File: config.mk
export PLATFORM = sky130hd
export DESIGN_NAME = array_refresh_burst
export DESIGN_NICKNAME = d
export VERILOG_FILES = /design/src/rtl/array_refresh_burst.sv
export SDC_FILE = /design/constraint.sdc
export NUM_CORES = 1
export LEC_CHECK = 0
export BUFFER_PORTS_ARGS = -buffer_cell sky130_fd_sc_hd__clkbuf_2
export CORE_AREA = 2 2 184 96
export DETAILED_ROUTE_END_ITERATION = 7
export DIE_AREA = 0 0 186 98
export PLACE_DENSITY = 0.51
export SYNTH_ARGS = -nofsm -noshare
export SYNTH_HDL_FRONTEND = slang
export SYNTH_SLANG_ARGS = --single-unit
File: constraint.sdc
create_clock -name clk -period 2.1 [get_ports clk]
set_clock_uncertainty 0.1 [all_clocks]
set_input_delay 0.42 -clock clk [delete_from_list [all_inputs] [get_ports clk]]
set_output_delay 0.42 -clock clk [all_outputs]
set_load 0.05 [all_outputs]
File: src/rtl/array_refresh_burst.sv
// array_refresh_burst: multi-bank burst refresh sequencer.
// One start request issues a configurable number of row activations
// (ACT -> tRAS with selected banks' cs_n low -> tRP precharge) to the
// banks in the latched mask. The row pointer persists across bursts and
// wraps at the latched row limit.
// Optional feature macro: ARRAY_RF_ABORT_EN adds array_rf_abort and
// array_rf_aborted for early burst termination.
module array_refresh_burst #(
    parameter int ARRAY_ROW_ADDR_WIDTH = 16,
    parameter int NUM_BANKS            = 4,
    parameter int RF_ROWS_WIDTH        = 8
) (
    input  logic                            clk,
    input  logic                            rst_n,
    input  logic                            array_rf_start,
    input  logic [RF_ROWS_WIDTH-1:0]        array_rf_rows,
    input  logic [NUM_BANKS-1:0]            array_rf_bank_mask,
    input  logic [ARRAY_ROW_ADDR_WIDTH-1:0] array_row_max,
    input  logic [7:0]                      array_tRAS,
    input  logic [7:0]                      array_tRP,
`ifdef ARRAY_RF_ABORT_EN
    input  logic                            array_rf_abort,
    output logic                            array_rf_aborted,
`endif
    output logic                            array_rf_busy,
    output logic                            array_rf_done,
    output logic [NUM_BANKS-1:0]            array_cs_n,
    output logic [ARRAY_ROW_ADDR_WIDTH-1:0] array_raddr
);

    localparam int W = ARRAY_ROW_ADDR_WIDTH;
    localparam logic [W-1:0]             PTR_ONE  = 1;
    localparam logic [RF_ROWS_WIDTH-1:0] ROWS_ONE = 1;

    typedef enum logic [2:0] {IDLE, ACT, TRAS, TRP, DONE} state_t;

    state_t                   state;
    logic [RF_ROWS_WIDTH-1:0] rows_left;
    logic [NUM_BANKS-1:0]     mask_q;
    logic [W-1:0]             row_max_q;
    logic [7:0]               tras_m1;   // tRAS_eff - 1
    logic [7:0]               trp_m1;    // tRP_eff - 1
    logic [7:0]               cnt;       // shared tRAS / tRP down-counter
    logic [W-1:0]             row_ptr;
    logic [W-1:0]             row_ptr_nxt;
    logic                     stop_now;  // end burst after the current row
`ifdef ARRAY_RF_ABORT_EN
    logic                     abort_pend;
`endif

    // Pointer advance: wrap at the latched limit; if the limit was lowered
    // below the pointer, plain increment wraps naturally at 2^W.
    assign row_ptr_nxt = (row_ptr == row_max_q) ? '0 : row_ptr + PTR_ONE;
    assign array_raddr = row_ptr;

`ifdef ARRAY_RF_ABORT_EN
    assign stop_now = abort_pend | array_rf_abort;
`else
    assign stop_now = 1'b0;
`endif

    // Sequencer FSM with registered outputs.
    always_ff @(posedge clk or negedge rst_n) begin
        if (!rst_n) begin
            state         <= IDLE;
            rows_left     <= '0;
            mask_q        <= '0;
            row_max_q     <= '0;
            tras_m1       <= '0;
            trp_m1        <= '0;
            cnt           <= '0;
            row_ptr       <= '0;
            array_rf_busy <= 1'b0;
            array_rf_done <= 1'b0;
            array_cs_n    <= '1;
`ifdef ARRAY_RF_ABORT_EN
            abort_pend       <= 1'b0;
            array_rf_aborted <= 1'b0;
`endif
        end else begin
            case (state)
                IDLE: begin
                    array_rf_busy <= 1'b0;
                    array_rf_done <= 1'b0;
                    array_cs_n    <= '1;
                    if (array_rf_start) begin
                        rows_left     <= array_rf_rows;
                        mask_q        <= array_rf_bank_mask;
                        row_max_q     <= array_row_max;
                        tras_m1       <= (array_tRAS == 8'd0) ? 8'd0 : array_tRAS - 8'd1;
                        trp_m1        <= (array_tRP  == 8'd0) ? 8'd0 : array_tRP  - 8'd1;
                        array_rf_busy <= 1'b1;
`ifdef ARRAY_RF_ABORT_EN
                        abort_pend    <= 1'b0;
`endif
                        // Empty burst: no activation, pointer untouched.
                        if (array_rf_rows == '0 || array_rf_bank_mask == '0) begin
                            state         <= DONE;
                            array_rf_done <= 1'b1;
                        end else begin
                            state <= ACT;
                        end
                    end
                end

                ACT: begin
`ifdef ARRAY_RF_ABORT_EN
                    if (array_rf_abort) begin
                        state            <= DONE;
                        array_rf_done    <= 1'b1;
                        array_rf_aborted <= 1'b1;
                    end else
`endif
                    begin
                        array_cs_n <= ~mask_q;
                        cnt        <= tras_m1;
                        state      <= TRAS;
                    end
                end

                TRAS: begin
`ifdef ARRAY_RF_ABORT_EN
                    if (array_rf_abort) abort_pend <= 1'b1;
`endif
                    if (cnt == 8'd0) begin
                        // Address moves only here, with cs_n going high.
                        array_cs_n <= '1;
                        cnt        <= trp_m1;
                        rows_left  <= rows_left - ROWS_ONE;
                        row_ptr    <= row_ptr_nxt;
                        state      <= TRP;
                    end else begin
                        cnt <= cnt - 8'd1;
                    end
                end

                TRP: begin
`ifdef ARRAY_RF_ABORT_EN
                    if (array_rf_abort) abort_pend <= 1'b1;
`endif
                    if (cnt == 8'd0) begin
                        if (rows_left == '0 || stop_now) begin
                            state         <= DONE;
                            array_rf_done <= 1'b1;
`ifdef ARRAY_RF_ABORT_EN
                            // Early end only if rows were actually skipped.
                            array_rf_aborted <= (rows_left != '0);
`endif
                        end else begin
                            state <= ACT;
                        end
                    end else begin
                        cnt <= cnt - 8'd1;
                    end
                end

                DONE: begin
                    array_rf_done <= 1'b0;
                    array_rf_busy <= 1'b0;
`ifdef ARRAY_RF_ABORT_EN
                    array_rf_aborted <= 1'b0;
                    abort_pend       <= 1'b0;
`endif
                    state <= IDLE;
                end

                default: state <= IDLE;
            endcase
        end
    end

endmodule
* Yosys cells after proc, flatten, opt, wreduce, memory -nomap -nowiden
Index checks and enable logic that the tools add are counted.
** Operators by class
- $add $sub $neg :: 5
- Bitwise gates (word level) :: 1
- Reduce and logical (&&, ||, !) cells :: 20
- Mux-type cells :: 24
- Eq/ne operators :: 10
** Operator list (number)
- $mux W8 :: 6
- $logic_not A8 Y1 :: 5
- $sub A8 B1 Y8 const B :: 4
- $pmux W8 S3 :: 1
- $add A16 B1 Y16 const B :: 1
- $eq A16 B16 Y1 :: 1
- $mux W16 :: 1
- $pmux W8 S2 :: 1
- $mux W3 :: 5
- $pmux W3 S4 :: 1
- $pmux W4 S3 :: 1
- $ne A2 B2 Y1 const B :: 5
- $reduce_and A3 Y1 :: 3
- $reduce_bool A3 Y1 :: 3
- $reduce_and A2 Y1 :: 4
- $eq A3 B2 Y1 const B :: 2
- $mux W1 :: 5
- $logic_not A4 Y1 :: 1
- $mux W4 :: 1
- $not A4 Y4 :: 1
- $reduce_bool A2 Y1 :: 2
- $eq A3 B1 Y1 const B :: 1
- $eq A3 B3 Y1 const B :: 1
- $logic_not A3 Y1 :: 1
- other kinds (3) :: 3
** Word-level totals
- Bits of input ports :: 47
- Register bits :: 77
- Logic and storage cells :: 71
- Output and inout bits :: 22

* Depth between registers and ports, before layout
Gate-level depths: netlist of run 1.
- Word-level depth :: 5
- Depth in mapped cells :: 8

* Worst setup path after synthesis of run 1
Ideal clock, no wire load.
- Path type :: reg2reg
- Start :: register row_ptr[10], in the netlist array_raddr[10]
- End :: register row_ptr[11], in the netlist array_raddr[11]
- Clock period less this slack :: 2.151 ns
- Path buffers :: 2
- Setup slack :: -0.051 ns
- Library setup time :: 0.147 ns
- Cell stages (with the launch flop) :: 8
- Data arrival time :: 1.904 ns
- Cells stage by stage :: dfrtp_1 -> buf_2 -> xor2_1 -> nor4_2 -> nand4_2 -> buf_2 -> a31oi_1 -> o31ai_2
** Between the ends
- Cells in the longest elaborated chain, start to end :: 2
- Elaborated cells on any way between the ends :: 3
- Those cells by class :: add/sub: 1; eq/ne: 1; mux: 1
** RTL lines
- start, declared :: RTL line 44 : logic [W-1:0] row_ptr;
- start signal, assigned :: RTL line 130 : row_ptr <= row_ptr_nxt;
- $add A16 B1 Y16 / $eq A16 B16 Y1 (equally long branches) :: RTL line 53 : assign row_ptr_nxt = (row_ptr == row_max_q) ? '0 : row_ptr + PTR_ONE;
- $mux W16 (*) :: RTL line 53
Mark *: on every way between the ends. The rest lies on a longest branch, timed or not.
A chain may end at the register's enable or synchronous reset.

* Worst setup path after layout of run 1
- Start :: register cnt[0]
- End :: register row_ptr[8], in the netlist array_raddr[8]
** Between the ends
- Cells in the longest elaborated chain, start to end :: 2
** RTL lines
- start, declared :: RTL line 43 : logic [7:0] cnt;
- start signal, assigned :: RTL line 116 : cnt <= tras_m1;
- start signal, assigned :: RTL line 128 : cnt <= trp_m1;
- start signal, assigned :: RTL line 133 : cnt <= cnt - 8'd1;
- $logic_not A8 Y1 :: RTL line 125 : if (cnt == 8'd0) begin
- $reduce_and A2 Y1 (no line)
No other way between the ends.

==> results.md, run 1 <==
- Status: complete, no violations
- Placed Instances: 801
- Clock power share: 23.9%
- Reg clk slew, reported paths: 0.06 ns
- Setup TNS: 0 ns
- Syn nets: 536
- DR iter-0 viols: 226
- Sink Count: 77
- CTS tree: yes
- Vias: 3828
- Sw Ratio: 39.92%
- RSZ-0062 raised after global routing: no
- Post-Synth XOR/XNOR Area: 6.204%
- Sequential share of the synthesized area: 45.61%
- Port bufs: 68
- PwrDens: 1149 mW/mm^2
- Synth area leader: dfrtp_1
- Initial core utilization: 25.20%
- Worst-Skew Late Latency: 0.34 ns
- Total power: 6.216 mW
- Post-Syn Instances: 480
- Comb pwr share: 35.5%
- CP Data Required Time: 2.23 ns
- 1st-pass router iterations: 5
- Root buffer cell: clkbuf_16
- Placer Congestion: 0.8614
- GRT Util Overall: 14.19%
- Number of synthesized flops with an enable pin: 0
- Setup Fix Bufs, Post-CTS: 0
- Final net count: 635
- Dpl cell area: 0.005099 mm^2
- Average wire per standard cell: 15.35 um
- Routed wire length: 12.56 mm
- I/O Pins: 69
- Max Cap Viol: 0
- Least-Margin Pin Slew: 0.7399 ns
- Max Buffers Root-to-Sink: 2
- Final cell count without fillers: 818
- Max transition margin: 50.03%
- H-tree depth: 3
- Post-synth cell types: 55
- Static Leak: 2.515 nW
- TritonCTS Buffers: 9
- Detailed placement HPWL: 9.588 mm
- Synth Area in Simple Gates: 25.76%
- Met1 GRT Util: 22.51%
- Core footprint: 0.01680 mm^2
- Crit share post-route: 92.90%
- FF+latch count, synth: 77
- Die area: 0.01823 mm^2
- Number of global-route vias before repair: 3704
- Vias per cell: 4.680
- Area grow syn2layout: 27.71%
- CP Max Fanout: 13
- Ys async rst share: 100.0%
- Hold Violations, Final: 0
- Congestion Overflow GR: 0
- Critical Path Sink Type: register
- P_int: 3.735 mW
- Drt drc: 0
- Worst hold-check path type: input port to register
- Initial antenna violation count: 1
- Worst vdd ir: 0.0004159 V
- ANT cells: 0
- Grt met2 use: 18.24%
- Mux contribution to synthesized area: 0.7090%
- M3 GR Usage: 4.439%
- Crit path time final: 1.951 ns
- Finished layout cell area: 0.005409 mm^2
- Busiest grt layer: met1
- CP Launch Type: register
- Largest net degree at the start of global routing: 36
- Max frequency: 512.6 MHz
- Row count: 34
- Global-route wire length before repair: 20.00 mm
- Main synth FF type: dfrtp_1
- NetSw: 2.482 mW
- DIE HEIGHT: 98 um
- Post-synthesis adder-cell area fraction: 2.659%
- Combinational family with the most area after synthesis: simple AND/OR/NAND/NOR gates
- Crit path kind: register to register
- CP Data Arrival Time: 2.08 ns
- Layout cell share with drive strength beyond 1: 26.54%
- Max Slew Vio Count: 0
- Sequential share of power: 40.6%
- Number of antenna-violating nets in the routed design: 0
- Netlist Area Pre-Place: 0.004235 mm^2
- Width of the die: 186 um
- Synth Warn #: 0
- Pre-CTS setup slack: 0.01346 ns
- Setup WS post-layout: 0.1490 ns
- Share of Yosys cell area claimed by the top area cell type: 43.13%
- Complex-gate fraction of the synthesized area: 15.66%
- Syn_area_per_cell: 8.824 um^2
- Synth top area cells: dfrtp_1 43%, nand2_1 10%, xor2_1 4.1%
- Setup violations, final: 0
## through the flow
step           hold slack (ns)  util [%]
6_report                0.1750     32.19
5_1_grt                 0.1704     32.19
4_1_cts                 0.1634     32.04
3_5_place_dp            0.3182     30.34
3_3_place_gp            0.3100     30.34
2_1_floorplan          0.02441         -
## path summary, 6_finish.rpt
check / from / endpoint / slack [ns] / depth (start not counted)
max: cnt[0] / array_raddr[8] / 0.15 / 9
min: array_row_max[15] / row_max_q[15] / 0.18 / 3
max reg2reg: cnt[0] / array_raddr[8] / 0.15 / 9
min reg2reg: mask_q[1] / array_cs_n[1] / 0.32 / 1
max in group asynchronous: rst_n / array_raddr[10] / 0.85 / 3
min in group asynchronous: rst_n / state[1] / 0.50 / 2
## cell type report
| class | instances | area, um^2 |
|---|---|---|
| fill | 1750 | 11390 |
| multi-input combinational | 368 | 2180 |
| sequential | 77 | 1938 |
| timing repair buffer | 106 | 659.4 |
| tap | 234 | 292.8 |
| clock buffer | 9 | 225.2 |
| inverter | 17 | 63.81 |
| clock inverter | 7 | 50.05 |
## critical path: stages, from the launching register on
cell and delay (ns):
dfrtp_1 0.42, inv_2 0.09, ha_2 0.19, nor3b_2 0.16
buf_4 0.16, nand2_4 0.09, nor2_4 0.13, nand2_2 0.07
buf_12 0.15, o311ai_2 0.28
## cells in the final DEF (no fill, tap or decap), types with 3 or more instances in the layout
master / n
o21ai_1: 3
and3_1: 4
nand3_1: 18
and2_1: 5
ha_1: 8
dfrtp_2: 5
clkbuf_2: 67
o22ai_1: 6
nor2b_1: 4
inv_2: 3
buf_4: 35
xnor2_1: 10
nor2_1: 24
o31ai_2: 4
xor2_1: 20
dfrtp_1: 68
dfstp_2: 4
nor4b_1: 3
nor3_1: 19
nor3b_1: 3
a31oi_1: 11
o211ai_1: 5
o311ai_2: 3
nor4_1: 8
clkinvlp_4: 3
inv_1: 14
clkbuf_16: 9
nand2b_1: 4
nand2_1: 113
mux2i_1: 3
a21oi_1: 27
o21ai_0: 29
## what timing repair did
action,in CTS,in global routing
gates resized for setup,0,8
hold endpoints to repair,27,0
hold buffers,1,0
setup endpoints to repair,0,10
## cells in the mapped netlist, types with 3 or more instances
master,count
o21ai_1,3
nand2b_1,4
nor2b_1,4
nand3_1,18
dfrtp_1,73
buf_2,4
o211ai_1,5
a21oi_1,27
clkbuf_1,13
xor2_1,20
o22ai_1,6
nor2_1,24
and2_1,5
a31oi_1,11
nor4b_1,3
o311ai_1,3
nor4_1,8
o21ai_0,29
inv_1,16
and3_1,4
nand2_1,114
mux2i_1,3
o31ai_2,4
ha_1,9
nor3_1,19
dfstp_2,4
nor3b_1,3
xnor2_1,10
## power groups by stage
| stage | Sequential (mW) | Clock [mW] | Combinational [mW] |
|---|---|---|---|
| floorplan | 2.60 | 0 | 1.34 |
| global placement | 2.52 | 0 | 2.14 |
| detailed placement | 2.54 | 0 | 2.19 |
| CTS | 2.52 | 1.50 | 2.22 |
| global route | 2.60 | 1.57 | 2.47 |
| finish | 2.53 | 1.48 | 2.21 |
## layer usage
layer	vias up	share of wire [%]	wire length, um
met4	0	0.80	101
li1	1879	-	-
met5	-	0	0
met3	12	7.0	883
met2	121	38	4759
met1	1816	54	6812
## kinds of logic after synthesis
logic type	Yosys count
compound gates	103
xor+xnor	30
fa+ha+maj	9
buf+inv	35
flops	77
mux	3
simple gates	223
## state kept, by name, indices dropped and copies added, names as in the netlist
register,cells
array_raddr,16
row_max_q,16
cnt,8
rows_left,8
tras_m1,8
trp_m1,8
array_cs_n,4
mask_q,4
state,3
array_rf_busy,1
array_rf_done,1
(Power assumes the default switching activity.)
==> run 2, diff against run 1 <==
Settings changed: CORE_AREA 2 2 184 96 to 2 2 134 71, DIE_AREA 0 0 186 98 to 0 0 136 73, MAX_ROUTING_LAYER set to met4, PLACE_DENSITY 0.51 to 0.79.
==> run 2 against run 1 <==
Total power rose by 0.44%. Sequential power barely moved. Global-route usage rose by 11 points. Critical endpoint is now array_raddr[5]. Count of clock-buffer cells in the layout rose by 3. Critical path depth fell by 2. Worst hold slack got worse by 0.014 ns. Utilization rose by 27 points. Setup slack got worse by 0.078 ns.
==> results.md, run 2 (synthesis gave the netlist of run 1 again) <==
- Reg clk slew, reported paths: 0.06 ns (about the same)
- Initial antenna violation count: 0 (-1)
- Final net count: 633 (-0.31%)
- Core footprint: 0.008946 mm^2 (-47%)
- Max Buffers Root-to-Sink: 2 (unchanged)
- Worst Path Buf+Inv: 2 (-1)
- DR iter-0 viols: 349 (+54%)
- Dpl cell area: 0.004900 mm^2 (-3.9%)
- Hold Violations, Final: 0 (unchanged)
- Static Leak: 2.508 nW (-0.26%)
- CP top delay family: simple AND/OR/NAND/NOR gates
- Layout cell share with drive strength beyond 1: 26.63% (+0.091 points)
- PwrDens: 1184 mW/mm^2 (+3.0%)
- Worst hold-check path type: input port to register
- DIE HEIGHT: 73 um (-26%)
- CP Launch Type: register
- CP cell instances: xor2_1 -> nor4_2 -> buf_4 -> nand4_2 -> buf_6 -> a31oi_1 -> o31ai_2
- Least-Margin Pin Slew: 0.8391 ns (+0.09927 ns)
- Crit path time final: 2.029 ns (+0.07807 ns)
- GRT Util Overall: 25.04% (+11 points)
- Congestion Overflow GR: 0 (unchanged)
- Worst-Skew Late Latency: 0.34 ns (about the same)
- Busiest grt layer: met1
- Largest net degree at the start of global routing: 30 (-17%)
- Routed wire length: 11.37 mm (-9.5%)
- Placer Congestion: 0.9609 (+12%)
- CP max-delay cell: dfrtp_2
- H-tree depth: 3 (unchanged)
- Drt drc: 0 (unchanged)
- Setup violations, final: 0 (unchanged)
- Port bufs: 68 (unchanged)
- Number of antenna-violating nets in the routed design: 0 (unchanged)
- Crit path kind: register to register
- Initial core utilization: 47.34% (+22 points)
- TritonCTS Buffers: 9 (unchanged)
- Commonest non-fill, non-tap cell in the layout: nand2_1
- CP Max Fanout: 12 (-1)
- Crit-path max cell delay: 0.41 ns (about the same)
- ANT cells: 0 (unchanged)
- Sink Count: 77 (unchanged)
- Finished layout cell area: 0.005274 mm^2 (-2.5%)
- Status: complete, no violations
- Area grow syn2layout: 24.52%
- Width of the die: 136 um (-27%)
- Global-route wire length before repair: 18.57 mm (-7.1%)
- Number of global-route vias before repair: 3674 (-0.81%)
- Max frequency: 492.8 MHz (-3.8%)
- Max transition margin: 43.33% (-6.7 points)
- Setup TNS: 0 ns (unchanged)
- CP Data Required Time: 2.22 ns (about the same)
- Die area: 0.009928 mm^2 (-46%)
- Root buffer cell: clkbuf_16
- Vias per cell: 5.612 (+20%)
- Fin util: 58.95% (+27 points)
- I/O Pins: 69 (unchanged)
- Crit share post-route: 96.62% (+3.7 points)
- Worst vdd ir: 0.0006643 V (+60%)
- CP Data Arrival Time: 2.15 ns (+0.07 ns)
- 1st-pass router iterations: 5 (unchanged)
- Max Cap Viol: 0 (unchanged)
- Most frequent cells in the layout: 113 x nand2_1, 69 x dfrtp_1, 67 x clkbuf_2
- Detailed placement HPWL: 8.414 mm (-12%)
- M3 GR Usage: 6.944% (+2.5 points)
- Max Slew Vio Count: 0 (unchanged)
- Met1 GRT Util: 36.24% (+14 points)
- Total power: 6.244 mW (+0.44%)
- Row count: 25 (-26%)
- Grt met2 use: 34.17% (+16 points)
- CTS tree: yes
- Average wire per standard cell: 16.17 um (+5.4%)
- Vias: 3945 (+3.1%)
- Critical Path Sink Type: register
run 2: cell types whose count changed in the layout (fill, tap and decap cells not counted), sizes merged:
| cell | before | now |
|---|---|---|
| inv | 18 | 17 |
| buf | 38 | 36 |
| clkbuf | 76 | 79 |
| clkinvlp | 3 | 1 |
run 2: worst reg2reg max path, delay by kind of cell, from the launching register on:
family	cells	cell delay, ns
AO/OA/AOI/OAI	2	0.30
buffers and inverters	2	0.40
flip-flops	1	0.41
AND/OR/NAND/NOR	2	0.54
XOR/XNOR	1	0.17
run 2: routing by layer:
layer	wire length (um)	share of wire (%)
met1	5612	49
met2	4665	41
met3	959	8.4
met4	131	1.2
met5	0	0
run 2: path summary, 6_finish.rpt:
path                              startpoint        endpoint  slack, ns  cells after the start
setup / recovery              array_raddr[8]  array_raddr[5]       0.07                      7
max in group asynchronous              rst_n   array_cs_n[0]       0.88                      3
hold reg to reg                    mask_q[3]   array_cs_n[3]       0.33                      1
hold / removal             array_row_max[15]   row_max_q[15]       0.16                      3
setup reg to reg              array_raddr[8]  array_raddr[5]       0.07                      7
min in group asynchronous              rst_n    row_max_q[2]       0.44                      2
run 2: timing repair:
item                                   in CTS  in global routing
resized for setup                           2                 11
endpoints found under the hold margin      22                  0
setup buffers                               0                  4
setup endpoints to repair                  12                 26
hold buffers                                1                  0
pin swaps                                   0                  2
cloned                                      0                  0
run 2: final cells by class:
type	instances	area [um^2]
Clock buffer	12	256.5
Multi-Input combinational cell	368	2211
Tap cell	121	151.4
Fill cell	774	3672
Timing Repair Buffer	104	631.9
Sequential cell	77	1937
Clock inverter	4	22.52
Inverter	17	63.81
run 2: power by group:
group / total [mW] / internal (mW) / switching [mW]
clock network: 1.46 / 0.858 / 0.600
logic: 2.23 / 0.921 / 1.31
registers: 2.55 / 2.03 / 0.516
run 2: through the flow:
stage / instances / hold WS [ns] / worst slack (ns)
after CTS: 699 / 0.1598 / 0.01038
after global routing: 703 / 0.1743 / -0.02403
after global placement: 682 / 0.2576 / -0.05103
after detailed placement: 682 / 0.2595 / -0.04258
after floorplan: 480 / 0.02441 / 0.002522
final: 703 / 0.1613 / 0.07094
==> run 3, diff against run 2 <==
Settings changed: ABC_AREA set to 1, CORE_AREA 2 2 134 71 to 2 2 141 74, DIE_AREA 0 0 136 73 to 0 0 143 76.
==> run 3 against run 2 <==
Global-route usage fell by 0.84 points. Worst hold slack improved by 0.012 ns. Synthesized cell count rose by 43%. Combinational power fell by 94%. Fmax rose by 5.1%. Routed wire length rose by 6.4%. Critical path depth rose by 2. Register-to-register slack improved by 0.098 ns. Clock power rose by 16%. Critical path type unchanged.
==> results.md, run 3 <==
- Share of Yosys cell area claimed by the top area cell type: 38.84% (-4.3 points)
- Number of global-route vias before repair: 3880 (+5.6%)
- Hold Path End: row_max_q[15]
- Most frequent cells after synthesis: 255 x nand2_1, 92 x inv_1, 77 x nor2_1, 73 x dfrtp_1, 44 x nand3_1
- Syn_area_per_cell: 6.876 um^2 (-22%)
- Vias: 4512 (+14%)
- Netlist Area Pre-Place: 0.004703 mm^2 (+11%)
- Root buffer cell: clkbuf_16
- Sequential share of power: 44.7% (+3.8 points)
- Crit share post-route: 91.97% (-4.6 points)
- Syn nets: 740 (+38%)
- PwrDens: 594.1 mW/mm^2 (-50%)
- Routed wire length: 12.10 mm (+6.4%)
- Max Buffers Root-to-Sink: 2 (unchanged)
- Row count: 26 (+4.0%)
- Max transition margin: 64.71% (+21 points)
- Synth Warn #: 0 (unchanged)
- Initial antenna violation count: 0 (unchanged)
- Global-route wire length before repair: 19.99 mm (+7.6%)
- Finished layout cell area: 0.005589 mm^2 (+6.0%)
- Port bufs: 68 (unchanged)
- R2R depth: 9 (+2)
- Core footprint: 0.009792 mm^2 (+9.5%)
- I/O Pins: 69 (unchanged)
- CP max-delay cell: dfrtp_1
- Worst hold-check path type: input port to register
- Static Leak: 3.101 nW (+24%)
- Reg clk slew, reported paths: 0.06 ns (about the same)
- Detailed placement HPWL: 9.002 mm (+7.0%)
- Worst-Skew Late Latency: 0.34 ns (about the same)
- Least-Margin Pin Slew: 0.5265 ns (-0.3127 ns)
- CP Data Required Time: 2.24 ns (+0.02 ns)
- Sequential share of the synthesized area: 41.07% (-4.5 points)
- Initial core utilization: 48.03% (+0.69 points)
- DR iter-0 viols: 503 (+44%)
- DIE HEIGHT: 76 um (+4.1%)
- Placer Congestion: 0.9618 (about the same)
- Commonest non-fill, non-tap cell in the layout: nand2_1
- Hold path depth: 3 (unchanged)
- ANT cells: 0 (unchanged)
- Average wire per standard cell: 13.33 um (-18%)
- Clock power share: 51.1% (+28 points)
- CP cell instances: inv_1 -> ha_1 -> nand3_1 -> nor2_8 -> nand2_4 -> inv_2 -> nand3_1 -> nand2_1 -> inv_1
- Worst Path Buf+Inv: 3 (+1)
- Sw Ratio: 22.04% (-17 points)
- Most frequent cells in the layout: 255 x nand2_1, 92 x inv_1, 77 x nor2_1
- Vias per cell: 4.969 (-11%)
- Fin util: 57.08% (-1.9 points)
- Congestion Overflow GR: 0 (unchanged)
- CTS tree: yes
- Critical Path Sink Type: register
- Ys async rst share: 100.0% (unchanged)
- Comb pwr share: 4.2% (-32 points)
- Main synth FF type: dfrtp_1
- NetSw: 0.7317 mW (-70%)
- 1st-pass router iterations: 7 (+2)
- CP Launch Type: register
- Most numerous cell in the Yosys netlist: nand2_1
- Critical path origin: cnt[0]
- Worst vdd ir: 0.0003903 V (-41%)
- Max Slew Vio Count: 0 (unchanged)
- Largest net degree at the start of global routing: 34 (+13%)
- Worst hold start: array_row_max[15]
- TritonCTS Buffers: 9 (unchanged)
- R2r endpoint: array_raddr[6]
- CP top delay family: simple AND/OR/NAND/NOR gates
- Crit path time final: 1.931 ns (-0.09759 ns)
- Number of antenna-violating nets in the routed design: 0 (unchanged)
- Layout cell share with drive strength beyond 1: 15.49% (-11 points)
- GRT Util Overall: 24.20% (-0.84 points)
- Resized cells post-CTS: 0 (-2)
- R2R Path Start: cnt[0]
- Max Cap Viol: 0 (unchanged)
- FF+latch count, synth: 77 (unchanged)
- Final cell count without fillers: 908 (+29%)
- Max frequency: 517.7 MHz (+5.1%)
- Sink Count: 77 (unchanged)
- Synth top area cells: dfrtp_1 39%, nand2_1 20%, inv_1 7.3%
- Setup violations, final: 0 (unchanged)
- Width of the die: 143 um (+5.1%)
- Crit path kind: register to register
- Synth area leader: dfrtp_1
- Total power: 3.320 mW (-47%)
- P_int: 2.589 mW (-32%)
- Hold Violations, Final: 0 (unchanged)
- Status: complete, no violations
- Dpl cell area: 0.005225 mm^2 (+6.6%)
- Number of synthesized flops with an enable pin: 0 (unchanged)
- Multi-input logic area: 0.002316 mm^2 (+4.8%)
- R2r setup slk: 0.17 ns (+0.10 ns)
- FF/Latch Area: 0.001932 mm^2 (-0.26%)
- Placed Instances: 887 (+30%)
- CP Data Arrival Time: 2.07 ns (-0.08 ns)
- Post-synth cell types: 35 (-36%)
- Die area: 0.01087 mm^2 (+9.5%)
- Area grow syn2layout: 18.83%
- Crit-path max cell delay: 0.37 ns (-0.04 ns)
- H-tree depth: 3 (unchanged)
- Drt drc: 0 (unchanged)
- Setup TNS: 0 ns (unchanged)
- # fillers: 930 (+20%)
- Final net count: 819 (+29%)
- Post-Syn Instances: 684 (+43%)
- CP Max Fanout: 16 (+4)
==> run 3: per-stage QoR <==
step	worst slack (ns)	hold slack [ns]
after floorplan	0.2584	0.02441
after global placement	0.1988	0.2927
after detailed placement	0.1297	0.2921
after CTS	0.1299	0.1723
after global routing	-0.002825	0.1837
final	0.1685	0.1733
==> run 3: final cells by class <==
cell class                 count  area share [%]
sequential                    77           34.56
clock inverter                 7           1.769
clock buffer                   9           4.030
multi-input combinational    494           41.44
timing repair buffer          84           8.552
inverter                      97           6.514
tap                          140           3.134
==> run 3: how the worst max path moves through the flow <==
stage | endpoint | slack [ns] | cells past startpoint
5_1_grt | array_raddr[8] | -0.003 | 9
6_report | array_raddr[6] | 0.17 | 9
2_1_floorplan | array_raddr[8] | 0.26 | 10
3_3_place_gp | array_raddr[8] | 0.20 | 9
3_5_place_dp | array_raddr[6] | 0.13 | 9
4_1_cts | array_raddr[6] | 0.13 | 9
==> run 3: per-layer routing <==
| metal | wire (um) | vias to the layer above | GRT usage [%] |
|---|---|---|---|
| met5 | 0 | - | - |
| met2 | 4363 | 207 | 28.47 |
| met4 | 149 | 0 | 5.248 |
| met1 | 6449 | 2011 | 39.87 |
| li1 | - | 2279 | - |
| met3 | 1138 | 15 | 6.348 |
==> run 3: tightest hold or removal path: stages <==
cell,delay [ns]
clkbuf_2,0.07
nand2_1,0.04
nand2_1,0.05
==> run 3: kinds of logic after synthesis <==
family / synth area share [%]
AND/OR/NAND/NOR: 35.12
buffers and inverters: 9.683
flip-flops: 41.07
AO/OA/AOI/OAI: 8.008
XOR/XNOR: 3.724
adder cells (fa/ha/maj): 2.394
==> run 3: timing repair <==
item,4_1_cts,5_1_grt
endpoints found under the setup margin,0,5
hold buffers,1,0
endpoints found under the hold margin,27,0
buffers inserted,0,4
==> run 3: power groups by stage <==
stage	logic, mW	registers (mW)	clock network, mW
2_1_floorplan	0.0416	1.51	0
6_report	0.138	1.49	1.70
4_1_cts	0.140	1.49	1.71
5_1_grt	0.156	1.48	1.79
3_3_place_gp	0.136	1.51	0
3_5_place_dp	0.138	1.51	0
